<file path="src/rtl/keypad_scan_controller_if.sv">
// Keypad pin and digit-output bundle between the scan controller (master) and the pads/consumer (slave).
// Pure wiring: no latency and no backpressure; the digit side is a fire-and-forget one-cycle strobe.
interface keypad_scan_controller_if;
    logic [3:0] row;
    logic [3:0] col;
    logic [3:0] digit;
    logic       digit_dv;
    logic       key_held;

    modport master (
        input  row,
        output col,
        output digit,
        output digit_dv,
        output key_held
    );

    modport slave (
        output row,
        input  col,
        input  digit,
        input  digit_dv,
        input  key_held
    );
endinterface

</file>
<file path="src/rtl/keypad_scan_controller.sv">
// 4x4 keypad scanner: column drive, 2-flop row sync, per-frame debounce FSM, one DV pulse per accepted press.
// Latency DEBOUNCE_SCANS frames + 1 clk from a steady press; no backpressure, DV is a one-cycle strobe.
module keypad_scan_controller #(
    parameter int CLKS_PER_COL   = 8,
    parameter int DEBOUNCE_SCANS = 3
) (
    input  logic                     i_Clk,
    input  logic                     i_Reset,
    keypad_scan_controller_if.master kp
);

    localparam int CNT_W = (CLKS_PER_COL > 1) ? $clog2(CLKS_PER_COL) : 1;
    localparam int DB_W  = $clog2(DEBOUNCE_SCANS + 1);
    localparam logic [CNT_W-1:0] SETTLE_LAST = CNT_W'(CLKS_PER_COL - 1);
    localparam logic [DB_W-1:0]  DB_DONE     = DB_W'(DEBOUNCE_SCANS);

    localparam logic [1:0] ST_IDLE       = 2'd0;
    localparam logic [1:0] ST_PRESS_PEND = 2'd1;
    localparam logic [1:0] ST_HELD       = 2'd2;
    localparam logic [1:0] ST_REL_PEND   = 2'd3;

    logic [3:0]       row_meta;
    logic [3:0]       row_sync;
    logic [1:0]       col_idx;
    logic [CNT_W-1:0] settle;
    logic [3:0][3:0]  col_rows;
    logic [1:0]       state;
    logic [DB_W-1:0]  cnt;
    logic [DB_W-1:0]  cnt_inc;
    logic [3:0]       cand;
    logic [3:0]       digit_q;
    logic             dv_q;
    logic             held_q;

    logic             sample_edge;
    logic             frame_edge;
    logic [15:0]      low_bits;
    logic [1:0]       n_low;
    logic [3:0]       hit_key;
    logic             frame_empty;
    logic             frame_single;

    // Bit index is row*4 + col.
    function automatic logic [3:0] key_map(input logic [3:0] idx);
        case (idx)
            4'd0:    key_map = 4'h1;
            4'd1:    key_map = 4'h2;
            4'd2:    key_map = 4'h3;
            4'd3:    key_map = 4'hA;
            4'd4:    key_map = 4'h4;
            4'd5:    key_map = 4'h5;
            4'd6:    key_map = 4'h6;
            4'd7:    key_map = 4'hB;
            4'd8:    key_map = 4'h7;
            4'd9:    key_map = 4'h8;
            4'd10:   key_map = 4'h9;
            4'd11:   key_map = 4'hC;
            4'd12:   key_map = 4'hE;
            4'd13:   key_map = 4'h0;
            4'd14:   key_map = 4'hF;
            default: key_map = 4'hD;
        endcase
    endfunction

    assign sample_edge = (settle == SETTLE_LAST);
    assign frame_edge  = sample_edge && (col_idx == 2'd3);
    assign cnt_inc     = cnt + DB_W'(1);

    // Column 3 is judged straight from the synchronizer since it is being stored on this same edge.
    always_comb begin
        low_bits = '0;
        for (int r = 0; r < 4; r++) begin
            for (int c = 0; c < 4; c++) begin
                low_bits[r*4 + c] = (c == 3) ? ~row_sync[r] : ~col_rows[c][r];
            end
        end
    end

    always_comb begin
        n_low   = 2'd0;
        hit_key = 4'h0;
        for (int i = 0; i < 16; i++) begin
            if (low_bits[i]) begin
                if (n_low != 2'd2) n_low = n_low + 2'd1;
                hit_key = key_map(4'(i));
            end
        end
    end

    assign frame_empty  = (n_low == 2'd0);
    assign frame_single = (n_low == 2'd1);

    always_ff @(posedge i_Clk) begin
        if (i_Reset) begin
            row_meta <= 4'hF;
            row_sync <= 4'hF;
            col_idx  <= 2'd0;
            settle   <= '0;
            col_rows <= '1;
            state    <= ST_IDLE;
            cnt      <= '0;
            cand     <= 4'h0;
            digit_q  <= 4'h0;
            dv_q     <= 1'b0;
            held_q   <= 1'b0;
        end else begin
            row_meta <= kp.row;
            row_sync <= row_meta;
            dv_q     <= 1'b0;

            if (sample_edge) begin
                col_rows[col_idx] <= row_sync;
                col_idx           <= col_idx + 2'd1;
                settle            <= '0;
            end else begin
                settle <= settle + CNT_W'(1);
            end

            if (frame_edge) begin
                case (state)
                    ST_IDLE: begin
                        if (frame_single) begin
                            state <= ST_PRESS_PEND;
                            cand  <= hit_key;
                            cnt   <= DB_W'(1);
                        end
                    end
                    ST_PRESS_PEND: begin
                        if (frame_single && (hit_key == cand)) begin
                            if (cnt_inc == DB_DONE) begin
                                state   <= ST_HELD;
                                cnt     <= '0;
                                digit_q <= cand;
                                dv_q    <= 1'b1;
                                held_q  <= 1'b1;
                            end else begin
                                cnt <= cnt_inc;
                            end
                        end else if (frame_single) begin
                            cand <= hit_key;
                            cnt  <= DB_W'(1);
                        end else begin
                            state <= ST_IDLE;
                            cnt   <= '0;
                        end
                    end
                    ST_HELD: begin
                        if (frame_empty) begin
                            state <= ST_REL_PEND;
                            cnt   <= DB_W'(1);
                        end
                    end
                    ST_REL_PEND: begin
                        if (frame_empty) begin
                            if (cnt_inc == DB_DONE) begin
                                state  <= ST_IDLE;
                                cnt    <= '0;
                                held_q <= 1'b0;
                            end else begin
                                cnt <= cnt_inc;
                            end
                        end else begin
                            state <= ST_HELD;
                            cnt   <= '0;
                        end
                    end
                    default: begin
                        state <= ST_IDLE;
                        cnt   <= '0;
                    end
                endcase
            end
        end
    end

    assign kp.col      = ~(4'b0001 << col_idx);
    assign kp.digit    = digit_q;
    assign kp.digit_dv = dv_q;
    assign kp.key_held = held_q;

endmodule

</file>
<file path="src/flat_wrapper.sv">
// flat-port wrapper written by rule: the top's interface ports become plain ports
module keypad_scan_controller_flat 
#(
    parameter int CLKS_PER_COL   = 8,
    parameter int DEBOUNCE_SCANS = 3
)
  (i_Clk, i_Reset, kp_row, kp_col, kp_digit, kp_digit_dv, kp_key_held);
  keypad_scan_controller_if kp_i ();
  input  logic i_Clk;
  input  logic i_Reset;
  input wire logic [$bits(kp_i.row)-1:0] kp_row;
  output wire logic [$bits(kp_i.col)-1:0] kp_col;
  output wire logic [$bits(kp_i.digit)-1:0] kp_digit;
  output wire logic [$bits(kp_i.digit_dv)-1:0] kp_digit_dv;
  output wire logic [$bits(kp_i.key_held)-1:0] kp_key_held;
  assign kp_i.row = kp_row;
  assign kp_col = kp_i.col;
  assign kp_digit = kp_i.digit;
  assign kp_digit_dv = kp_i.digit_dv;
  assign kp_key_held = kp_i.key_held;
  keypad_scan_controller #(.CLKS_PER_COL(CLKS_PER_COL), .DEBOUNCE_SCANS(DEBOUNCE_SCANS)) u_core (.i_Clk(i_Clk), .i_Reset(i_Reset), .kp(kp_i));
endmodule
</file>
<file path="config.mk">
export PLATFORM = sky130hd
export DESIGN_NAME = keypad_scan_controller_flat
export DESIGN_NICKNAME = d
export VERILOG_FILES = /design/src/rtl/keypad_scan_controller_if.sv /design/src/rtl/keypad_scan_controller.sv /design/src/flat_wrapper.sv
export SDC_FILE = /design/constraint.sdc
export NUM_CORES = 1
export LEC_CHECK = 0
export CAP_MARGIN = 10
export CORE_ASPECT_RATIO = 0.6
export CORE_MARGIN = 2
export CORE_UTILIZATION = 55
export DETAILED_ROUTE_END_ITERATION = 6
export PLACE_DENSITY = 0.8
export SLEW_MARGIN = 20
export SYNTH_ARGS = -nofsm -noshare
export SYNTH_HDL_FRONTEND = slang
export SYNTH_SLANG_ARGS = --single-unit
</file>
<file path="constraint.sdc">
create_clock -name i_Clk -period 7 [get_ports i_Clk]
set_clock_uncertainty 0.2 [all_clocks]
set_input_delay 0.7 -clock i_Clk [delete_from_list [all_inputs] [get_ports i_Clk]]
set_output_delay 0.7 -clock i_Clk [all_outputs]
set_load 0.05 [all_outputs]
</file>
======== Word level (Yosys, flattened, before mapping) ========
Index checks and enable logic that the tools add are counted.
storage, ports and cells
  bits in registers ....................... 43
  bits in latches ......................... 0
  bits in writable memories ............... 0
  memory bits (read-only) ................. 0
  input bits .............................. 6
  output and inout port bits .............. 10
  word-level logic and storage cells ...... 159
  memories kept ........................... 0
operators by class
  $add $sub $neg .......................... 18
  $mul .................................... 0
  div/mod/pow operators ................... 0
  $lt $le $gt $ge ......................... 2
  equality and inequality tests ........... 33
  shift-type cells ........................ 1
  multiplexer cells ....................... 73
  bitwise operators ....................... 4
  reduce and logical (&&, ||, !) cells .... 14
operator list
  cell                   count
  $mux W2                43
  $mux W4                16
  $add A2 B1 Y2 const B  16
  $ne A2 B2 Y1 const B   15
  $bwmux W16             1
  $pmux W2 S4            2
  $ne A2 B1 Y1 const B   6
  $reduce_and A6 Y1      2
  $ne A3 B3 Y1 const B   3
  $demux W4 S2           1
  $eq A2 B2 Y1 const B   4
  $mux W1                8
  $pmux W4 S2            1
  $reduce_and A3 Y1      2
  $eq A2 B1 Y1 const B   2
  $eq A4 B4 Y1           1
  $logic_not A2 Y1       2
  $not A4 Y4             1
  $reduce_and A4 Y1      1
  $reduce_bool A2 Y1     2
  $reduce_or A4 Y1       1
  $shl A1 B2 Y4 const A  1
  $add A3 B1 Y3 const B  1
  $eq A3 B3 Y1 const B   1
  8 further kinds        12

======== Longest topological paths before layout ========
  depth after elaboration ................. 50
  mapped depth ............................ 29
  depth with buffers taken out ............ 28

======== Worst setup path after synthesis ========
OpenSTA, ideal clock, no wires.
  path kind ............................... register to register
  start ................................... reg u_core.col_rows[4] (netlist bit)
  end ..................................... reg u_core.state[0]
  setup time .............................. 132 ps
  arrival ................................. 6254 ps
  required time ........................... 6668 ps
  path slack .............................. 414 ps
  cell stages (with the launch flop) ...... 30
  buffers on the path ..................... 1
  clock period less this slack ............ 6586 ps
  cell sequence ........................... dfxtp_1 inv_1 ha_1 or4b_4 o211ai_2 a21oi_2 a211o_1 a2111oi_2 o22ai_4 a221oi_2 o31ai_4 a21oi_1 a21oi_2 xor2_2 clkbuf_2 o21ai_0 o211ai_1 o31ai_1 mux2i_1 mux2i_1 ha_1 nor2_1 a31o_2 ha_1 nor2_1 a22o_1 a31oi_4 nor2_1 o31ai_1 a21oi_1
between the ends
  word-level cells in the longest chain between the ends .. 47
  elaborated cells on any way between the ends .. 85
  classes of those cells .................. add/sub: 14; eq/ne: 21; mux: 47; reduce/logical: 3
ends and longest elaborated chain
  item                                                               RTL line                       text
  start: declaration                                                 keypad_scan_controller.sv:26   logic [3:0][3:0] col_rows;
  start signal: indexed assignment                                   keypad_scan_controller.sv:112  col_rows[col_idx] <= row_sync;
  $mux W2                                                            keypad_scan_controller.sv:83   if (low_bits[i]) begin
  $add A2 B1 Y2 / $ne A2 B2 Y1 (equally long branches)               keypad_scan_controller.sv:84   if (n_low != 2'd2) n_low = n_low + 2'd1;
  $mux W2                                                            keypad_scan_controller.sv:84
  $mux W2                                                            keypad_scan_controller.sv:83
  $add A2 B1 Y2 / $ne A2 B2 Y1 (equally long branches)               keypad_scan_controller.sv:84
  $mux W2                                                            keypad_scan_controller.sv:84
  $mux W2                                                            keypad_scan_controller.sv:83
  $add A2 B1 Y2 / $ne A2 B2 Y1 (equally long branches)               keypad_scan_controller.sv:84
  (+31 left out)                                                     --
  $mux W2                                                            keypad_scan_controller.sv:83
  $add A2 B1 Y2 / $ne A2 B2 Y1 (equally long branches)               keypad_scan_controller.sv:84
  $mux W2                                                            keypad_scan_controller.sv:84
  $mux W2                                                            keypad_scan_controller.sv:83
  $eq A2 B1 Y1                                                       keypad_scan_controller.sv:91   assign frame_single = (n_low == 2'd1);
  $logic_and A1 B1 Y1                                                keypad_scan_controller.sv:129  if (frame_single && (hit_key == cand)) begin
  $ne A3 B3 Y1 (no line) / $mux W2 (equally long branches)           --
  $reduce_and A6 Y1 (no line) / $pmux W2 S4 (equally long branches)  --
  end signal: assignment                                             keypad_scan_controller.sv:100  state <= ST_IDLE;
  end signal: assignment                                             keypad_scan_controller.sv:131  state <= ST_HELD;
  end signal: assignment                                             keypad_scan_controller.sv:143  state <= ST_IDLE;
  end: declaration                                                   keypad_scan_controller.sv:27   logic [1:0] state;
Parallel ways exist; a longest one is shown, timed or not.
A chain may end at the register's enable or synchronous reset.

======== Worst setup path after layout ========
  start ................................... reg u_core.col_rows[4] (netlist bit)
  end ..................................... reg u_core.cand[2]
between the ends
  word-level cells in the longest chain between the ends .. 47
  elaborated cells on any way between the ends .. 80
  classes of those cells .................. add/sub: 14; eq/ne: 17; mux: 47; reduce/logical: 2
ends and longest elaborated chain
  item                                                     RTL line                       text
  $mux W2                                                  keypad_scan_controller.sv:83
  $add A2 B1 Y2 / $ne A2 B2 Y1 (equally long branches)     keypad_scan_controller.sv:84
  $mux W2                                                  keypad_scan_controller.sv:84
  $mux W2                                                  keypad_scan_controller.sv:83
  $add A2 B1 Y2 / $ne A2 B2 Y1 (equally long branches)     keypad_scan_controller.sv:84
  $mux W2                                                  keypad_scan_controller.sv:84
  $mux W2                                                  keypad_scan_controller.sv:83
  $add A2 B1 Y2 / $ne A2 B2 Y1 (equally long branches)     keypad_scan_controller.sv:84
  (+31 left out)                                           --
  $mux W2                                                  keypad_scan_controller.sv:83
  $add A2 B1 Y2 / $ne A2 B2 Y1 (equally long branches)     keypad_scan_controller.sv:84
  $mux W2                                                  keypad_scan_controller.sv:84
  $mux W2                                                  keypad_scan_controller.sv:83
  $eq A2 B1 Y1                                             keypad_scan_controller.sv:91
  $mux W4 / $logic_and A1 B1 Y1 (equally long branches)    --
  $mux W4 / $ne A2 B2 Y1 (equally long branches)           --
  $pmux W4 S2 / $reduce_and A3 Y1 (equally long branches)  --
  end signal: assignment                                   keypad_scan_controller.sv:124  cand <= hit_key;
  end signal: assignment                                   keypad_scan_controller.sv:140  cand <= hit_key;
  end: declaration                                         keypad_scan_controller.sv:30   logic [3:0] cand;
Parallel ways exist; a longest one is shown, timed or not. The select of a mux whose other input is x is not followed.

==> results_dict.tcl <==
set metrics [dict create \
    cts_buffers 5 \
    outcome "complete, no violations" \
    worst_r2r_startpoint "u_core.col_rows[4]" \
    ys_seq_area_share_pct 20.9 \
    grt_first_pass_wirelength_um 16600 \
    crit_fanout 7 \
    p_sw_share_pct 29.1 \
    power.density_nw_per_um2 139 \
    cts_tree "yes" \
    cts-root-buf "clkbuf_16" \
    ys_ff_latch 39 \
    intPower_w 0.000456 \
    fillers 496 \
    drt-vias-per-instance 6.84 \
    synth-xor-area-share_pct 3.48 \
    antenna_found_initial 0 \
    synth_fa_ha_area_share_pct 4.36 \
    whs_path_depth 1 \
    first_pass_iters 6 \
    synth_edf_count 0 \
    crit_arrival_ns 6.87 \
    hold_path_class "reg -> reg" \
    clock-sinks 39 \
    cp_slowest_stage_delay_ns 0.47 \
    layout-drive-gt1-share_pct 24.7 \
    drt_iter0_drc 407 \
    fin_crit_ns 6.90 \
    area_growth_pct 23.8 \
    die_x_um 110 \
    fin_cells 594 \
    setup_viol 0 \
    syn_area_per_cell_um2 7.75 \
    clock_tree.buffer_depth 2 \
    dieArea_um2 7490 \
    wire_per_inst_um 19.1 \
    ys.warnings.count 0 \
    crit_slowest_cell "or3_4" \
    muxShareOfSynthArea_pct 3.25 \
    synth_top_family_by_area "compound AO/OA/AOI/OAI gates" \
    gp_congestion 1.01 \
    ant_nets 0 \
    clk_latency_ns 0.28 \
    worstMarginPinSlew_ns 1.13 \
    numPortBuffers 15 \
    hpwl_um 7640 \
    async_flop_share_pct 0 \
    clk_pin_slew_ns 0.06 \
    p_switching_w 0.000187 \
    synth_compound_area_share_pct 33.7 \
    cp-start-kind "flip-flop" \
    fmax_mhz 145 \
    ff2ff_path_depth 29 \
    worstReg2RegEnd "u_core.cand[2]" \
    hold_viol 0 \
    holdBufCountCts 0 \
    coreArea_um2 6620 \
    whs_endpoint "u_core.row_sync[3]" \
    die_h_um 67.8 \
    crit_type "reg -> reg" \
    antenna_cells 0 \
    r2r_slack_ns 0.10 \
    synth_cell_types 89 \
    grt_max_degree 36 \
    dp.cells 572 \
    grt_pass1_vias 3427 \
    syn_area_um2 3730 \
    synthSimpleGateAreaFrac_pct 28.5 \
    leakagePower_nw 1.83 \
    ir_worst_vdd_mv 0.228 \
    initial_core_util_pct 56.4 \
    routed_wl_um 11300 \
    final_util_pct 69.8 \
    comb_power_share_pct 22.4 \
    finalCritPeriodShare_pct 98.6 \
    slew_headroom_pct 23.9 \
    cts-htree-levels 2 \
    drc 0 \
    power_frac_seq_pct 36.0 \
    min-delay-start "u_core.row_meta[3]" \
    grt_use_total_pct 28.1 \
    rows 23 \
    synth_fp_nets 501 \
    yosys_most_used_dff "dfxtp_1" \
    slew_violations 0 \
    grt_overflow 0 \
    end_kind "flip-flop" \
    drv_cap 0 \
    power_frac_clock_pct 41.5 \
    syn_inst 482 \
    io_pins 16 \
    required_ns 6.97 \
    routed-via-count 4062 \
    nets 525 \
]
==> cells in the mapped netlist (all sizes together) (11+ instances only) <==
| master | instances | area [um^2] |
|---|---|---|
| nand2 | 48 | 183 |
| nor2 | 46 | 183 |
| dfxtp | 39 | 781 |
| o21ai | 25 | 129 |
| inv | 22 | 82.6 |
| nand3 | 22 | 110 |
| a21oi | 21 | 116 |
| clkbuf | 21 | 80.1 |
| nor3 | 18 | 101 |
| ha | 13 | 163 |
| a31oi | 12 | 103 |
| mux2i | 11 | 110 |
| or2 | 11 | 68.8 |
==> per-stage QoR <==
stage               power [W]  setup WS (ns)  hold WS (ns)  cell area [um^2]  TNS [ns]
floorplan            0.000327          0.414         0.189              3730         0
global route         0.000664        -0.0937         0.223              4620    -0.396
global placement     0.000353          0.187         0.192              3990         0
detailed placement   0.000357        -0.0426         0.198              3990    -0.102
finish               0.000643          0.101         0.210              4620         0
CTS                  0.000621        0.00546         0.213              4210         0
==> routing by layer <==
layer,vias to the layer above,GRT usage [%],share of wire [%]
met2,265,41.3,44
li1,1854,-,-
met4,0,5.31,1.6
met5,-,0,0
met3,27,3.90,9.4
met1,1916,43.4,45
==> flip-flops by register name, indices dropped and copies added, names as in the netlist <==
register            cells
u_core.col_rows        12
u_core.cand             4
u_core.kp.digit         4
u_core.row_meta         4
u_core.row_sync         4
u_core.settle           3
u_core.cnt              2
u_core.col_idx          2
u_core.state            2
u_core.kp.digit_dv      1
u_core.kp.key_held      1
==> worst max path at each step <==
stage                       start              end  slack [ns]  cells after the start
3_3_place_gp   u_core.col_rows[0]  u_core.state[0]        0.19                     28
4_1_cts        u_core.col_rows[0]  u_core.state[1]       0.005                     27
5_1_grt        u_core.col_rows[0]   u_core.cand[1]       -0.09                     29
6_report       u_core.col_rows[4]   u_core.cand[2]        0.10                     29
2_1_floorplan  u_core.col_rows[4]  u_core.state[0]        0.41                     29
3_5_place_dp   u_core.col_rows[0]  u_core.state[1]       -0.04                     28
==> cell usage in the layout, fill, tap and decap left out, types with 7 or more instances in the layout <==
| cell type | netlist | routed |
|---|---|---|
| a211o_1 | 8 | 8 |
| a21oi_1 | 18 | 17 |
| nor2_1 | 44 | 40 |
| nand2_1 | 47 | 44 |
| and2_1 | 7 | 7 |
| inv_1 | 22 | 20 |
| a31oi_1 | 9 | 9 |
| dfxtp_1 | 39 | 37 |
| ha_1 | 13 | 11 |
| nor3_1 | 17 | 13 |
| nor2b_1 | 10 | 9 |
| clkdlybuf4s50_1 | 0 | 15 |
| mux2i_1 | 11 | 11 |
| or2_2 | 11 | 11 |
| buf_4 | 2 | 25 |
| o21ai_0 | 20 | 15 |
| nand3_1 | 22 | 20 |
==> area by class of cell <==
type | count | area, um^2 | share of cell area (%)
Multi-Input combinational cell | 392 | 3060 | 66.2
Sequential cell | 39 | 788 | 17.1
Inverter | 22 | 87.6 | 1.89
Tap cell | 87 | 109 | 2.36
Clock inverter | 3 | 47.5 | 1.03
Clock buffer | 5 | 125 | 2.71
Timing Repair Buffer | 46 | 405 | 8.77
==> repair_timing <==
item	4_1_cts	5_1_grt
endpoints found under the setup margin	10	14
buffers inserted	3	11
gates resized for setup	4	72
pin swaps	3	29
==> logic make-up (layout without fill, tap and decap cells) <==
kind of cell / Yosys count / after routing
mux: 12 / 12
compound gates: 149 / 149
fa+ha+maj: 13 / 13
xor+xnor: 14 / 14
simple gates: 204 / 204
buf+inv: 51 / 76
flops: 39 / 39
==> power groups by stage <==
stage	sequential (W)	clock, W	combinational, W
floorplan	0.000233	0	0.0000949
global placement	0.000237	0	0.000117
detailed placement	0.000237	0	0.000120
CTS	0.000232	0.000267	0.000122
global route	0.000232	0.000278	0.000154
finish	0.000232	0.000267	0.000144
==> worst max-delay path, delay by kind of cell, from the launching register on <==
kind / cells / cell delay (ns)
adder cells (fa/ha/maj): 3 / 0.84
XOR/XNOR: 1 / 0.22
AO/OA/AOI/OAI: 12 / 2.81
multiplexers: 2 / 0.39
buffers and inverters: 3 / 0.41
flip-flops: 1 / 0.38
AND/OR/NAND/NOR: 8 / 1.55
Power figures use the tool's default switching activity.
==> patch (same settings) <==
`DEBOUNCE_SCANS` is set to 3 in 2 places; all go to 6.
--- a/src/rtl/keypad_scan_controller.sv
+++ b/src/rtl/keypad_scan_controller.sv
@@ -2,7 +2,7 @@
 // Latency DEBOUNCE_SCANS frames + 1 clk from a steady press; no backpressure, DV is a one-cycle strobe.
 module keypad_scan_controller #(
     parameter int CLKS_PER_COL   = 8,
-    parameter int DEBOUNCE_SCANS = 3
+    parameter int DEBOUNCE_SCANS = 6
 ) (
     input  logic                     i_Clk,
     input  logic                     i_Reset,
--- a/src/flat_wrapper.sv
+++ b/src/flat_wrapper.sv
@@ -2,7 +2,7 @@
 module keypad_scan_controller_flat 
 #(
     parameter int CLKS_PER_COL   = 8,
-    parameter int DEBOUNCE_SCANS = 3
+    parameter int DEBOUNCE_SCANS = 6
 )
   (i_Clk, i_Reset, kp_row, kp_col, kp_digit, kp_digit_dv, kp_key_held);
   keypad_scan_controller_if kp_i ();
Formal check against the unedited RTL: same outputs for any inputs over 10 cycles, from zero or initial values and one cycle with i_Reset high; that may be too few to reach the edited logic, so the function may still have changed.
==> patch against the unedited design <==
  * Core utilization is 4.4 points higher
  * Final area is 1.4% lower
  * Synthesized area fell by 5.8%
  * Sequential cell count grew 1
  * Power is 11% lower
  * Worst setup slack worse by 2.5 ps
  * Final cell count down 0.84%
  * Synthesized cell count is 9.5% lower
  * Maximum frequency is essentially flat
  * Critical path type unchanged
  * Wire length decreased by 11%
  * Clock power shrank 26%
==> patch: results (changes against the unedited design) <==
- Psw: 167 uW (was 187 uW)
- Max reg flops: 12 (unchanged)
- Worst skew pair latency: 300 ps (was 280 ps)
- Routability cong.: 0.927 (was 1.01)
- Post-DP Area: 4070 um^2 (was 3990 um^2)
- Clock transition at path regs: 90 ps (was 60 ps)
- Slowest cell on crit path: or4_4 (was or3_4)
- Nets: 525 (unchanged)
- Via density per instance: 6.33 (was 6.84)
- Most frequent cells after synthesis: nor2_1 (49), dfxtp_1 (40), nand2_1 (31) (was nand2_1 (47), nor2_1 (44), dfxtp_1 (39))
- Slew HR: 57.5% (was 23.9%)
- Global-route wire length before repair: 16100 um (was 16600 um)
- Router iterations before antenna repair: 5 (was 6)
- Worst reg2reg path startpoint: u_core.col_rows[0] (was u_core.col_rows[4])
- Ys Warns: 0 (unchanged)
- Global-route usage over all layers: 28.0% (was 28.1%)
- Mapped Nets: 457 (was 501)
- Cts hold-fix bufs: 0 (unchanged)
- Number of global-route vias before repair: 3308 (was 3427)
- Critical path arrival: 6890 ps (was 6870 ps)
- Root Driver: clkbuf_8 (was clkbuf_16)
- Max incr delay on CP: 590 ps (was 470 ps)
- WHS: 219 ps (was 210 ps)
- Status: completed (unchanged)
- Flop2flop setup slack: 100 ps
- Fill cells: 431 (was 496)
- DP Wirelength: 7170 um (was 7640 um)
- R2R cell count: 28 (was 29)
- H-tree levels: 2 (unchanged)
- Post-synth top flop: dfxtp_1 (unchanged)
- Seq/Total Area, Yosys: 22.8% (was 20.9%)
- End of the worst register-to-register path: u_core.state[0] (was u_core.cand[2])
- Leakage: 0.00192 uW (was 0.00183 uW)
- Worst vdd ir: 108 uV (was 228 uV)
- DRC marker count from the first detailed-route iteration: 313 (was 407)
- Longest Clk Path Bufs: 2 (unchanged)
- Hold path cells: 1 (unchanged)
- Largest net degree at the start of global routing: 42 (was 36)
- Final WL: 10100 um (was 11300 um)
- Layout cells sized above 1: 30.3% (was 24.7%)
- Crit-path max FO: 6 (was 7)
- Worst hold-check path type: register to register (unchanged)
- Hold Crit Start: u_core.row_meta[3] (unchanged)
- Unique masters post-synth: 85 (was 89)
- Top cells by area, synth: dfxtp_1 (23%), ha_1 (5.3%), nor2_1 (5.2%) (was dfxtp_1 (21%), nand2_1 (4.7%), nor2_1 (4.4%))
[patch: cell count changes after synthesis, moves of 5 or more]
cell      change
a211oi_1      +7
nand3_1       -6
and2_1        -6
nor3_1        -7
nor2_1        +5
a211o_1       +8
o21ai_0      -10
nand2_1      -16
nor2b_1       -5
[patch: what timing repair did]
item,in CTS,in global routing
setup endpoints to repair,14,15
buffers inserted,6,9
pin swaps,9,37
resized for setup,18,34
cloned,0,0
[patch: routing by layer]
layer | track usage, % | share of wire [%]
met1 | 41.1 | 46
met2 | 45.4 | 46
met3 | 3.35 | 7.1
met4 | 3.25 | 0.73
met5 | 0 | 0
[patch: cell type report]
type	instances	area [um^2]	area share (%)
repair buffers	85	683	15.0
inverters	20	75.1	1.65
multi-input cells	352	2770	60.9
flip-flops and latches	40	803	17.6
clock inverters	3	46.3	1.02
clock buffers	5	68.8	1.51
well taps	84	105	2.31
[patch: metrics by stage]
| stage | setup TNS [ps] | setup slack, ps | instances |
|---|---|---|---|
| after floorplan | 0 | 4.15 | 436 |
| after detailed placement | -2330 | -266 | 566 |
| after global placement | -236 | -69.9 | 566 |
| after global routing | -1100 | -152 | 589 |
| final | 0 | 98.9 | 589 |
| after CTS | 0 | 27.7 | 580 |
[patch: how the worst max path moves through the flow]
stage / startpoint / to / slack [ps] / cells past startpoint
2_1_floorplan: u_core.col_rows[4] / u_core.state[0] / 4 / 30
3_3_place_gp: u_core.col_rows[4] / u_core.state[0] / -70 / 27
3_5_place_dp: u_core.col_rows[4] / u_core.kp.digit[2] / -270 / 27
4_1_cts: u_core.col_rows[0] / u_core.state[0] / 30 / 32
5_1_grt: u_core.col_rows[0] / u_core.state[0] / -150 / 31
6_report: u_core.col_rows[0] / u_core.state[0] / 100 / 28
[patch: kinds of logic after synthesis]
family | after synthesis | synth area share (%)
compound gates | 143 | 34.2
simple gates | 168 | 24.4
fa+ha+maj | 15 | 5.34
buf+inv | 44 | 5.51
xor+xnor | 12 | 3.52
mux | 14 | 4.23
flops | 40 | 22.8
[patch: power groups by stage]
| stage | Sequential (uW) | Clock, uW | Combinational [uW] |
|---|---|---|---|
| after CTS | 235 | 199 | 125 |
| after floorplan | 238 | 0 | 79.0 |
| after detailed placement | 240 | 0 | 117 |
| after global routing | 236 | 211 | 150 |
| after global placement | 240 | 0 | 114 |
| final | 236 | 197 | 140 |
[patch: worst max-delay path: cells and delay by family (launching register included)]
kind / cells / cell delay [ps]
flops: 1 / 330
mux: 3 / 870
buf+inv: 3 / 510
simple gates: 6 / 1080
compound gates: 12 / 2830
fa+ha+maj: 3 / 710
xor+xnor: 1 / 250
